[config.mk]
export PLATFORM = sky130hd
export DESIGN_NAME = fifo_rd_ctrl_flat
export DESIGN_NICKNAME = d
export VERILOG_FILES = /design/src/rtl/fifo_pkg.sv /design/src/rtl/fifo_rd_ctrl_if.sv /design/src/rtl/fifo_rd_ctrl_sync.sv /design/src/rtl/fifo_rd_ctrl.sv /design/src/flat_wrapper.sv
export SDC_FILE = /design/constraint.sdc
export NUM_CORES = 1
export LEC_CHECK = 0
export ABC_AREA = 1
export BUFFER_PORTS_ARGS = -buffer_cell sky130_fd_sc_hd__buf_2
export CAP_MARGIN = 20
export CORE_MARGIN = 5
export CORE_UTILIZATION = 55
export CTS_CLUSTER_SIZE = 40
export DETAILED_ROUTE_END_ITERATION = 12
export PLACE_DENSITY = 0.93
export SKIP_LAST_GASP = 1
export SYNTH_ARGS = -nofsm -noshare
export SYNTH_HDL_FRONTEND = slang
export SYNTH_HIERARCHICAL = 1
export SYNTH_SLANG_ARGS = --single-unit
[constraint.sdc]
create_clock -name rclk -period 5.24 [get_ports rclk]
set_input_delay 0.524 -clock rclk [delete_from_list [all_inputs] [get_ports rclk]]
set_output_delay 0.524 -clock rclk [all_outputs]
set_load 0.03 [all_outputs]
[src/rtl/fifo_pkg.sv]
// Shared definitions for the asynchronous FIFO: default sizes and Gray-code helpers
// used by the read side, the write side and the storage block.
package fifo_pkg;

  localparam int DSIZE_DEF       = 8;
  localparam int ASIZE_DEF       = 4;
  localparam int SYNC_STAGES_DEF = 2;
  localparam int PTR_MAX_W       = 32;

  typedef logic [PTR_MAX_W-1:0] ptr_t;

  // Callers zero-extend their ASIZE+1 pointer into ptr_t and truncate the result,
  // so one pair of functions serves every pointer width.
  function automatic ptr_t bin2gray(input ptr_t bin);
    return bin ^ (bin >> 1);
  endfunction

  function automatic ptr_t gray2bin(input ptr_t gray);
    ptr_t bin;
    bin = '0;
    for (int i = PTR_MAX_W - 1; i >= 0; i--) begin
      bin[i] = ^(gray >> i);
    end
    return bin;
  endfunction

endpackage

[src/rtl/fifo_rd_ctrl_if.sv]
// Valid/ready stream carrying popped words from the read controller to the consumer.
interface fifo_rd_ctrl_if
  import fifo_pkg::*;
#(
  parameter int DSIZE = DSIZE_DEF
);

  logic             rd_valid;
  logic [DSIZE-1:0] rd_data;
  logic             rd_ready;

  modport master (output rd_valid, output rd_data, input rd_ready);
  modport slave  (input rd_valid, input rd_data, output rd_ready);

endinterface

[src/rtl/fifo_rd_ctrl_sync.sv]
// Multi-bit flop chain carrying a Gray pointer into this clock domain.
// Only one bit changes per pointer step, so no logic sits between the stages.
module sync_w2r
  import fifo_pkg::*;
#(
  parameter int WIDTH  = ASIZE_DEF + 1,
  parameter int STAGES = SYNC_STAGES_DEF
) (
  input  logic             clk,
  input  logic             rst,
  input  logic [WIDTH-1:0] i_d,
  output logic [WIDTH-1:0] o_q
);

  logic [WIDTH-1:0] r_q [STAGES];

  always_ff @(posedge clk or posedge rst) begin
    if (rst) begin
      for (int i = 0; i < STAGES; i++) begin
        r_q[i] <= '0;
      end
    end else begin
      r_q[0] <= i_d;
      for (int i = 1; i < STAGES; i++) begin
        r_q[i] <= r_q[i-1];
      end
    end
  end

  assign o_q = r_q[STAGES-1];

endmodule

[src/rtl/fifo_rd_ctrl.sv]
// Read-side controller of the asynchronous FIFO: pointers, synchronized write pointer,
// registered empty flag and a one-entry show-ahead output register.
module fifo_rd_ctrl
  import fifo_pkg::*;
#(
  parameter int DSIZE       = DSIZE_DEF,
  parameter int ASIZE       = ASIZE_DEF,
  parameter int SYNC_STAGES = SYNC_STAGES_DEF
) (
  input  logic             rclk,
  input  logic             rrst,
  input  logic [ASIZE:0]   wptr_gray,
  input  logic [DSIZE-1:0] mem_rdata,
  output logic [ASIZE-1:0] raddr,
  output logic [ASIZE:0]   rptr_gray,
  output logic             rempty,
  output logic [ASIZE:0]   rlevel,
  fifo_rd_ctrl_if.master   rdIf
);

  localparam int PW = ASIZE + 1;

  logic [PW-1:0]    r_rbin;
  logic [PW-1:0]    r_rgray;
  logic             r_rempty;
  logic             r_rdValid;
  logic [DSIZE-1:0] r_rdData;

  logic [PW-1:0]    w_wqS;
  logic [PW-1:0]    w_rbinNext;
  logic [PW-1:0]    w_rgrayNext;
  logic             w_pop;

  sync_w2r #(
    .WIDTH  (PW),
    .STAGES (SYNC_STAGES)
  ) u_syncW2r (
    .clk (rclk),
    .rst (rrst),
    .i_d (wptr_gray),
    .o_q (w_wqS)
  );

  // Pop whenever storage has a word and the output register is free or being drained.
  assign w_pop       = !r_rempty && (!r_rdValid || rdIf.rd_ready);
  assign w_rbinNext  = r_rbin + PW'(w_pop);
  assign w_rgrayNext = PW'(bin2gray(ptr_t'(w_rbinNext)));

  always_ff @(posedge rclk or posedge rrst) begin
    if (rrst) begin
      r_rbin   <= '0;
      r_rgray  <= '0;
      r_rempty <= 1'b1;
    end else begin
      r_rbin   <= w_rbinNext;
      r_rgray  <= w_rgrayNext;
      r_rempty <= (w_rgrayNext == w_wqS);
    end
  end

  // Show-ahead register: loads on pop, empties when consumed without a refill.
  always_ff @(posedge rclk or posedge rrst) begin
    if (rrst) begin
      r_rdValid <= 1'b0;
      r_rdData  <= '0;
    end else if (w_pop) begin
      r_rdValid <= 1'b1;
      r_rdData  <= mem_rdata;
    end else if (r_rdValid && rdIf.rd_ready) begin
      r_rdValid <= 1'b0;
    end
  end

  assign raddr         = r_rbin[ASIZE-1:0];
  assign rptr_gray     = r_rgray;
  assign rempty        = r_rempty;
  assign rlevel        = PW'(gray2bin(ptr_t'(w_wqS))) - r_rbin;
  assign rdIf.rd_valid = r_rdValid;
  assign rdIf.rd_data  = r_rdData;

endmodule

[src/flat_wrapper.sv]
// flat-port wrapper written by rule: the top's interface ports become plain ports
module fifo_rd_ctrl_flat import fifo_pkg::*;
#(
  parameter int DSIZE       = DSIZE_DEF,
  parameter int ASIZE       = ASIZE_DEF,
  parameter int SYNC_STAGES = SYNC_STAGES_DEF
)
  (rclk, rrst, wptr_gray, mem_rdata, raddr, rptr_gray, rempty, rlevel, rdIf_rd_valid, rdIf_rd_data, rdIf_rd_ready);
  fifo_rd_ctrl_if #(.DSIZE(DSIZE)) rdIf_i ();
  input  logic rclk;
  input  logic rrst;
  input  logic [ASIZE:0] wptr_gray;
  input  logic [DSIZE-1:0] mem_rdata;
  output logic [ASIZE-1:0] raddr;
  output logic [ASIZE:0] rptr_gray;
  output logic rempty;
  output logic [ASIZE:0] rlevel;
  output wire logic [$bits(rdIf_i.rd_valid)-1:0] rdIf_rd_valid;
  output wire logic [$bits(rdIf_i.rd_data)-1:0] rdIf_rd_data;
  input wire logic [$bits(rdIf_i.rd_ready)-1:0] rdIf_rd_ready;
  assign rdIf_rd_valid = rdIf_i.rd_valid;
  assign rdIf_rd_data = rdIf_i.rd_data;
  assign rdIf_i.rd_ready = rdIf_rd_ready;
  fifo_rd_ctrl #(.DSIZE(DSIZE), .ASIZE(ASIZE), .SYNC_STAGES(SYNC_STAGES)) u_core (.rclk(rclk), .rrst(rrst), .wptr_gray(wptr_gray), .mem_rdata(mem_rdata), .raddr(raddr), .rptr_gray(rptr_gray), .rempty(rempty), .rlevel(rlevel), .rdIf(rdIf_i));
endmodule
==> impl_results.md, run 1 <==
- Status: complete, no violations
- Worst-path clk slew: roughly 0.09 ns
- Netlist cell types: 21
- Hold_buf cts: 0
- HP Class: primary input to asynchronous set/reset pin
- Skew final: 0.00786 ns
- Post-synthesis register bit count: 29
- Die ar.: between 0.003 and 0.004 sq mm
- Setup Fix Bufs, Post-CTS: 0
- Clk_lat worst skew: 0.32 ns
- Nets: 221
- Antenna viol nets, final: 0
- Clock sink count: 29
- Max Buffers Root-to-Sink: 2
- CP max stage delay: 0.41 ns
- Startpoint types: flip-flop
- Global-route wire length before repair: 4660 um
- Setup TNS: 0 ns
- Syn_nets: 181
- Post-synth ARST share: 100%
- Final Cycle Share: 60.2%
- Synth cell count leaders: 63 x nand2_1, 28 x dfrtp_1, 16 x inv_1
- Number of DRC markers in iteration 0: 79
- Maxcap violations: 0
- Largest cells by area after synthesis: dfrtp_1 49%, nand2_1 17%, ha_1 5.3%, inv_1 4.2%, xor2_1 3.7%
- Peak Freq: 0.317 GHz
- Post-synth EDFFs: 0
- Count leader, synth: nand2_1
- Final Hold Fails: 0
- Placed cell count: around 220
- Seq/Total Area, Yosys: around half
- Final setup violation count: 0
- Max Slew Vio Count: 0
- Worst Tran Pin Value: about 0.73 ns
- Power Total: 1120 uW
- CP Class: flip-flop to primary output
- Die span in y: 60.9 um
- Leak: 0.000951 uW
- Critical path's slowest cell: dfrtp_1
- Mean Syn Cell Area: approximately 9.0 sq um
- CP delay by family, top: XOR/XNOR gates
- CTS tree: yes
- Area fraction of the dominant cell type after synthesis: ~50%
- Largest net degree at the start of global routing: 20
- PnR worst setup slack: 2.08 ns
- Drt via density: 5.00
- Slew margin rel.: approximately half
- Root buffer cell: clkbuf_4
- DR pass1 iterations: 4
- DR vias: 1144
- Non-filler cells in the finished layout: 229
- CP most frequent cell: xor2_1
- Fin crit period: 3.16 ns
- CORE AREA: 0.00248 sq mm
- Diodes inserted: 0
- Global placer's final weighted congestion: 0.806
- YS warnings: 6
- Post-DP HPWL: 2190 um
- Syn Inst Count: 158
- Max IR drop VDD: 0.582 mV
- CP Max Fanout: 3
- Residual DRC: 0
- Power density cells: 672 mW/mm^2
- Worst hold slack: approximately 0.15 ns
- # resized after CTS: 0
- GRT overflow: 0
- Vias in the first global route: ~1100
- Total GRT Usage: 17.5%
- # fillers: 212
- CP Buf/Inv Count: 2
- Critical Path, Cell by Cell: xnor2_1, xor2_1, xor2_1, inv_1, ha_1, fa_1, o21ai_0, xor2_1, buf_2
- Rows: 18
- Htree depth: 2
- CP Data Arrival Time: 2.63 ns
- Yosys top cell by area: dfrtp_1
- Area Overhead vs Synth: 17.0%
- CP Capture Type: primary output
- Die span in x: roughly 61 um
- Main synth FF type: dfrtp_1
- Avg WL per Cell: 12.2 um
- Initial antenna violation count: 0
- CP required: roughly 4.7 ns
- Mapped Area: 0.00142 sq mm
- Unrepaired setup endpoints after global routing: false
- Starting Density: 57.5%
- Routed wire length: 2800 um
- Pre-CTS setup slack: 2.46 ns
- Share of layout cells above drive strength 1: 28.1%
- CTS Buf Count: 5
- I/O pins: 40
- Port bufs: 39
==> cell type report <==
cell class	instances	area [sq um]	share of cell area (%)
clock buffer	5	37.5	2.25
clock inverter	3	17.5	1.05
inverter	18	67.6	4.05
multi-input combinational	105	584	35.1
sequential	29	727	43.6
tap	30	37.5	2.25
timing repair buffer	39	195	11.7
==> where the power goes <==
group	internal, uW	switching [uW]
registers	288	52.9
logic	199	455
clock network	50.4	75.0
==> layer usage <==
layer / vias to the layer above / track usage, % / share of wire [%]
li1: 560 / - / -
met4: 0 / 8.67 / 1.4
met1: 540 / 18.6 / 36
met2: 38 / 31.5 / 55
met5: - / 0 / 0
met3: 6 / 4.89 / 6.9
==> metrics by stage <==
stage	area, sq um	util [%]
CTS	1670	67.3
detailed placement	1610	65.1
global route	1670	67.3
floorplan	1420	-
finish	1670	67.3
global placement	1610	65.1
==> cells in the final DEF (no fill, tap or decap) <==
cell type    n
nand2_1     63
buf_2       39
dfrtp_1     28
inv_1       16
xor2_1       6
ha_1         6
clkbuf_4     5
nand3_1      5
nor2_1       5
nand4_1      4
xnor2_1      3
clkinv_2     2
inv_2        2
nand2_2      2
xor2_2       2
a21oi_1      2
o21ai_0      2
clkinvlp_4   1
a21oi_2      1
xnor2_2      1
nand3b_1     1
o21bai_1     1
fa_1         1
dfstp_2      1
==> kinds of logic (layout without fill, tap and decap cells) <==
| logic type | count (synthesis) | after routing | synth area share (%) |
|---|---|---|---|
| and+or+nand+nor | 80 | 80 | 22.8 |
| DFF | 29 | 29 | 51.1 |
| buffers and inverters | 24 | 65 | 7.91 |
| xor gates and xnor gates | 12 | 12 | 8.96 |
| adders and majority gates | 7 | 7 | 6.68 |
| AOI/OAI and AO/OA | 6 | 6 | 2.55 |
==> state kept, by name, summed over array words and instances, names as in the netlist <==
register,cells
u_core/rdIf.rd_valid,1
u_core/rptr_gray,4
u_core/r_rbin,5
u_core/u_syncW2r/r_q,5
u_core/rempty,1
u_core/rdIf.rd_data,8
u_core/u_syncW2r/o_q,5
==> path summary, 6_finish.rpt <==
kind	startpoint	to	slack [ns]	depth (start not counted)
min reg2reg	u_core/u_syncW2r/r_q[5]$_DFF_PP0_	u_core/u_syncW2r/o_q[0]$_DFF_PP0_	0.35	0
max in group asynchronous	rrst	u_core/r_rbin[1]$_DFF_PP0_	4.46	2
max reg2reg	u_core/rdIf.rd_valid$_DFFE_PP0P_	u_core/rempty$_DFF_PP1_	2.92	10
max	u_core/u_syncW2r/o_q[1]$_DFF_PP0_	rlevel[4]	2.08	9
min	rrst	u_core/u_syncW2r/r_q[7]$_DFF_PP0_	0.15	2
min in group rclk	wptr_gray[3]	u_core/u_syncW2r/r_q[8]$_DFF_PP0_	0.30	1
No activity file was read; power rests on OpenSTA's default activity.
==> run 2, diff against run 1 <==
ABC_AREA = 0   (was 1)
CORE_UTILIZATION = 45   (was 55)
PLACE_DENSITY = 0.83   (was 0.93)
clock period = 2.7 ns   (was 5.24 ns; I/O delays follow)
==> run 2 against run 1 <==
  * The run now ends with setup timing left
  * Clock skew decreased by 0.0010 ns
  * Sequential power grew 93%
  * Critical endpoint unchanged
  * Final area rose by 2.6%
  * Global-route usage fell by 4.3 points
  * Clock-buffer cell count up 3
==> impl_results.md, run 2 <==
- PnR worst setup slack: -0.100 ns (-2.18 ns)
- CP required: 2.43 ns (-2.29 ns)
- Max Slew Vio Count: 0 (unchanged)
- R2R Path Start: u_core/rdIf.rd_valid$_DFFE_PP0P_
- Largest net degree at the start of global routing: 20 (unchanged)
- Die span in x: 64.0 um (+5.1%)
- Htree depth: 2 (unchanged)
- CP max stage delay: 0.42 ns (about the same)
- DR vias: 858 (-25%)
- Critical path's slowest cell: dfrtp_1
- Number of DRC markers in iteration 0: 21 (-73%)
- Diodes inserted: 0 (unchanged)
- Post-synth EDFFs: 0 (unchanged)
- Syn Inst Count: 99 (-37%)
- Mean Syn Cell Area: 13.2 sq um (+47%)
- Yosys top cell by area: dfrtp_1
- Busiest grt layer: met2
- Worst-path clk slew: 0.08 ns (about the same)
- Avg WL per Cell: 13.8 um (+13%)
- Setup crit end: rlevel[4]
- Final Cycle Share: 104%
- YS warnings: 6 (unchanged)
- Worst reg2reg path depth: 7 (-3)
- CP delay by family, top: XOR/XNOR gates
- Post-synth ARST share: 100% (unchanged)
- WP depth: 11 (+2)
- Max Buffers Root-to-Sink: 2 (unchanged)
- Final setup violation count: 2 (+2)
- CP Class: flip-flop to primary output
- Starting Density: 47.1% (-10 points)
- Startpoint types: flip-flop
- CTS tree: yes
- GRT overflow: 0 (unchanged)
- Count leader, synth: dfrtp_1
- I/O pins: 40 (unchanged)
- Antenna viol nets, final: 0 (unchanged)
- CTS Buf Count: 5 (unchanged)
- Final Core Density: 61.5% (-5.8 points)
- Grt met1 use: 12.3% (-6.3 points)
- Main synth FF type: dfrtp_1
- Initial antenna violation count: 0 (unchanged)
- Global placer's final weighted congestion: 0.848 (+5.2%)
- Syn_nets: 122 (-33%)
- Skew final: 0.00683 ns (-0.00103 ns)
- Power density cells: 1390 mW/mm^2 (+110%)
- HP Class: primary input to flip-flop
- Maxcap violations: 0 (unchanged)
- Nets: 173 (-22%)
- CP Max Fanout: 2 (-1)
- Critical Path, Cell by Cell: xor2_2, xnor2_2, xor2_1, xor2_1, ha_2, fa_2, inv_1, a21o_1, a21oi_2, xnor2_2, buf_6
- CORE AREA: 0.00278 sq mm (+12%)
- Area Overhead vs Synth: 30.4%
- Post-DP HPWL: 1940 um (-11%)
- CP Buf/Inv Count: 2 (unchanged)
- Most common cell after layout, fill and taps aside: buf_2
- CP Capture Type: primary output
- Max reg flops: 8 (unchanged)
- Status: complete, but fails checks
- Slew margin rel.: 52.7% (+1.2 points)
- Peak Freq: 0.357 GHz
- Flop pwr share: 27.8% (-2.6 points)
- Netlist cell types: 22 (+4.8%)
- Failing checks: setup timing
- CP Data Arrival Time: 2.53 ns (-0.10 ns)
- Synth cell count leaders: 28 x dfrtp_1, 14 x inv_1, 11 x xnor2_1
- Pint: 1280 uW (+140%)
- Routed wire length: 2510 um (-10%)
- Die ar.: 0.00409 sq mm (+10%)
- Mapped Area: 0.00131 sq mm (-7.9%)
- Met2 GRT Util: 24.2% (-7.2 points)
- Switching part of the total: 45.9% (-6.1 points)
- Fin crit period: between 2 and 3 ns
- Setup TNS: -0.164 ns (-0.164 ns)
- Clk_lat worst skew: 0.30 ns (-0.02 ns)
- Root buffer cell: clkbuf_4
- Grt met3 use: 6.48% (+1.6 points)
- Post-synthesis register bit count: 29 (unchanged)
- Area fraction of the dominant cell type after synthesis: 53.4% (+4.2 points)
- Final Hold Fails: 0 (unchanged)
- Rows: 19 (+1)
- Die span in y: 64.0 um (+5.1%)
- Port bufs: 39 (unchanged)
- Vias in the first global route: 936 (-17%)
- Global-route wire length before repair: 4160 um (-11%)
- Commonest non-fill, non-tap cells in the layout: 35 x buf_2, 28 x dfrtp_1, 12 x inv_1, 10 x buf_4
- Seq/Total Area, Yosys: 55.4% (+4.4 points)
- Leak: 0.000857 uW (-9.8%)
- Worst Tran Pin Value: 0.708 ns (-0.0175 ns)
- Worst hold slack: 0.0734 ns (-0.0799 ns)
- Largest cells by area after synthesis: dfrtp_1 53%, xnor2_1 7.3%, mux2_2 6.9%, ha_1 5.7%, xor2_1 5.3%
- Critical Path Source: u_core/u_syncW2r/o_q[4]$_DFF_PP0_
- Pre-CTS setup slack: 0.00416 ns (-2.46 ns)
- Drt via density: 4.71 (-5.6%)
- Combinational power share: 62.5% (+4.1 points)
- Clock sink count: 29 (unchanged)
- Clk pwr share: 9.8% (-1.4 points)
- Reg2Reg Setup Slack: 0.49 ns (-2.43 ns)
- Switching pwr: 1090 uW (+87%)
- FF-to-FF End: u_core/rempty$_DFF_PP1_
- Total GRT Usage: 13.2% (-4.3 points)
- Unrepaired setup endpoints after global routing: true
- Max IR drop VDD: 0.905 mV (+55%)
- Residual DRC: 0 (unchanged)
- DR pass1 iterations: 3 (-1)
- Share of layout cells above drive strength 1: 51.0% (+23 points)
==> run 2: cell types whose count changed in the layout (fill, tap and decap cells not counted), moves of 3 or more <==
cell      delta
nand2_1     -61
nor2_1       -5
buf_2        -4
xnor2_1      +5
buf_6        +3
nand3_1      -3
mux2_2       +8
nand4_1      -4
buf_4       +10
inv_1        -4
clkbuf_1     +3
==> run 2: timing repair <==
item,4_1_cts,5_1_grt
endpoints found under the setup margin,4,4
gates resized for setup,8,7
hold buffers,1,0
hold endpoints to repair,10,0
buffers inserted,4,3
pin swaps,11,7
==> run 2: cell type report <==
class                   instances  area [sq um]
clock buffers                   8          48.8
fillers                       248          1070
inverters                      14          52.6
multi-input cells              51           549
flip-flops and latches         29           727
well taps                      31          38.8
repair buffers                 49           294
==> run 2: cell families (layout without fill, tap and decap cells) <==
family	after synthesis	count (layout)	share of synthesized area (%)
AO/OA/AOI/OAI	7	7	4.10
XOR/XNOR	21	21	15.6
adder cells (fa/ha/maj)	7	7	7.25
buffers and inverters	19	71	6.87
flip-flops	29	29	55.4
multiplexers	8	8	6.87
AND/OR/NAND/NOR	8	8	3.82
==> run 2: worst register-to-register path, delay by kind of cell, from the launching register on <==
| family | cells | cell delay [ns] |
|---|---|---|
| AO/OA/AOI/OAI | 2 | 0.40 |
| XOR/XNOR | 2 | 0.42 |
| adder cells (fa/ha/maj) | 2 | 0.52 |
| flip-flops | 1 | 0.41 |
| AND/OR/NAND/NOR | 1 | 0.37 |
==> run 2: power groups by stage <==
stage / logic (uW) / registers (uW) / clock network [uW]
2_1_floorplan: 762 / 888 / 0
3_3_place_gp: 1280 / 663 / 0
4_1_cts: 1430 / 664 / 242
5_1_grt: 1590 / 680 / 267
3_5_place_dp: 1320 / 672 / 0
6_report: 1480 / 659 / 232
==> run 2: per-stage QoR <==
stage / power, uW / instance area [sq um] / cells
after detailed placement: 1990 / 1550 / 167
final: 2370 / 1710 / 182
after global placement: 1940 / 1550 / 167
after global routing: 2540 / 1710 / 182
after floorplan: 1650 / 1330 / 99
after CTS: 2330 / 1670 / 179
==> run 2: routing by layer <==
layer / share of wire (%) / up-vias
li1: - / 415
met1: 35 / 409
met2: 56 / 28
met3: 7.1 / 6
met4: 1.6 / 0
met5: 0 / -
==> run 2: worst min-delay path by stage <==
stage / start / endpoint / slack (ns) / cells past startpoint
floorplan: rrst / u_core/u_syncW2r/o_q[0]$_DFF_PP0_ / 0.11 / 1
global placement: rrst / u_core/u_syncW2r/r_q[6]$_DFF_PP0_ / 0.25 / 2
detailed placement: rrst / u_core/u_syncW2r/r_q[5]$_DFF_PP0_ / 0.26 / 2
CTS: wptr_gray[4] / u_core/u_syncW2r/r_q[9]$_DFF_PP0_ / 0.06 / 1
global route: wptr_gray[3] / u_core/u_syncW2r/r_q[8]$_DFF_PP0_ / 0.04 / 1
finish: wptr_gray[4] / u_core/u_syncW2r/r_q[9]$_DFF_PP0_ / 0.07 / 1
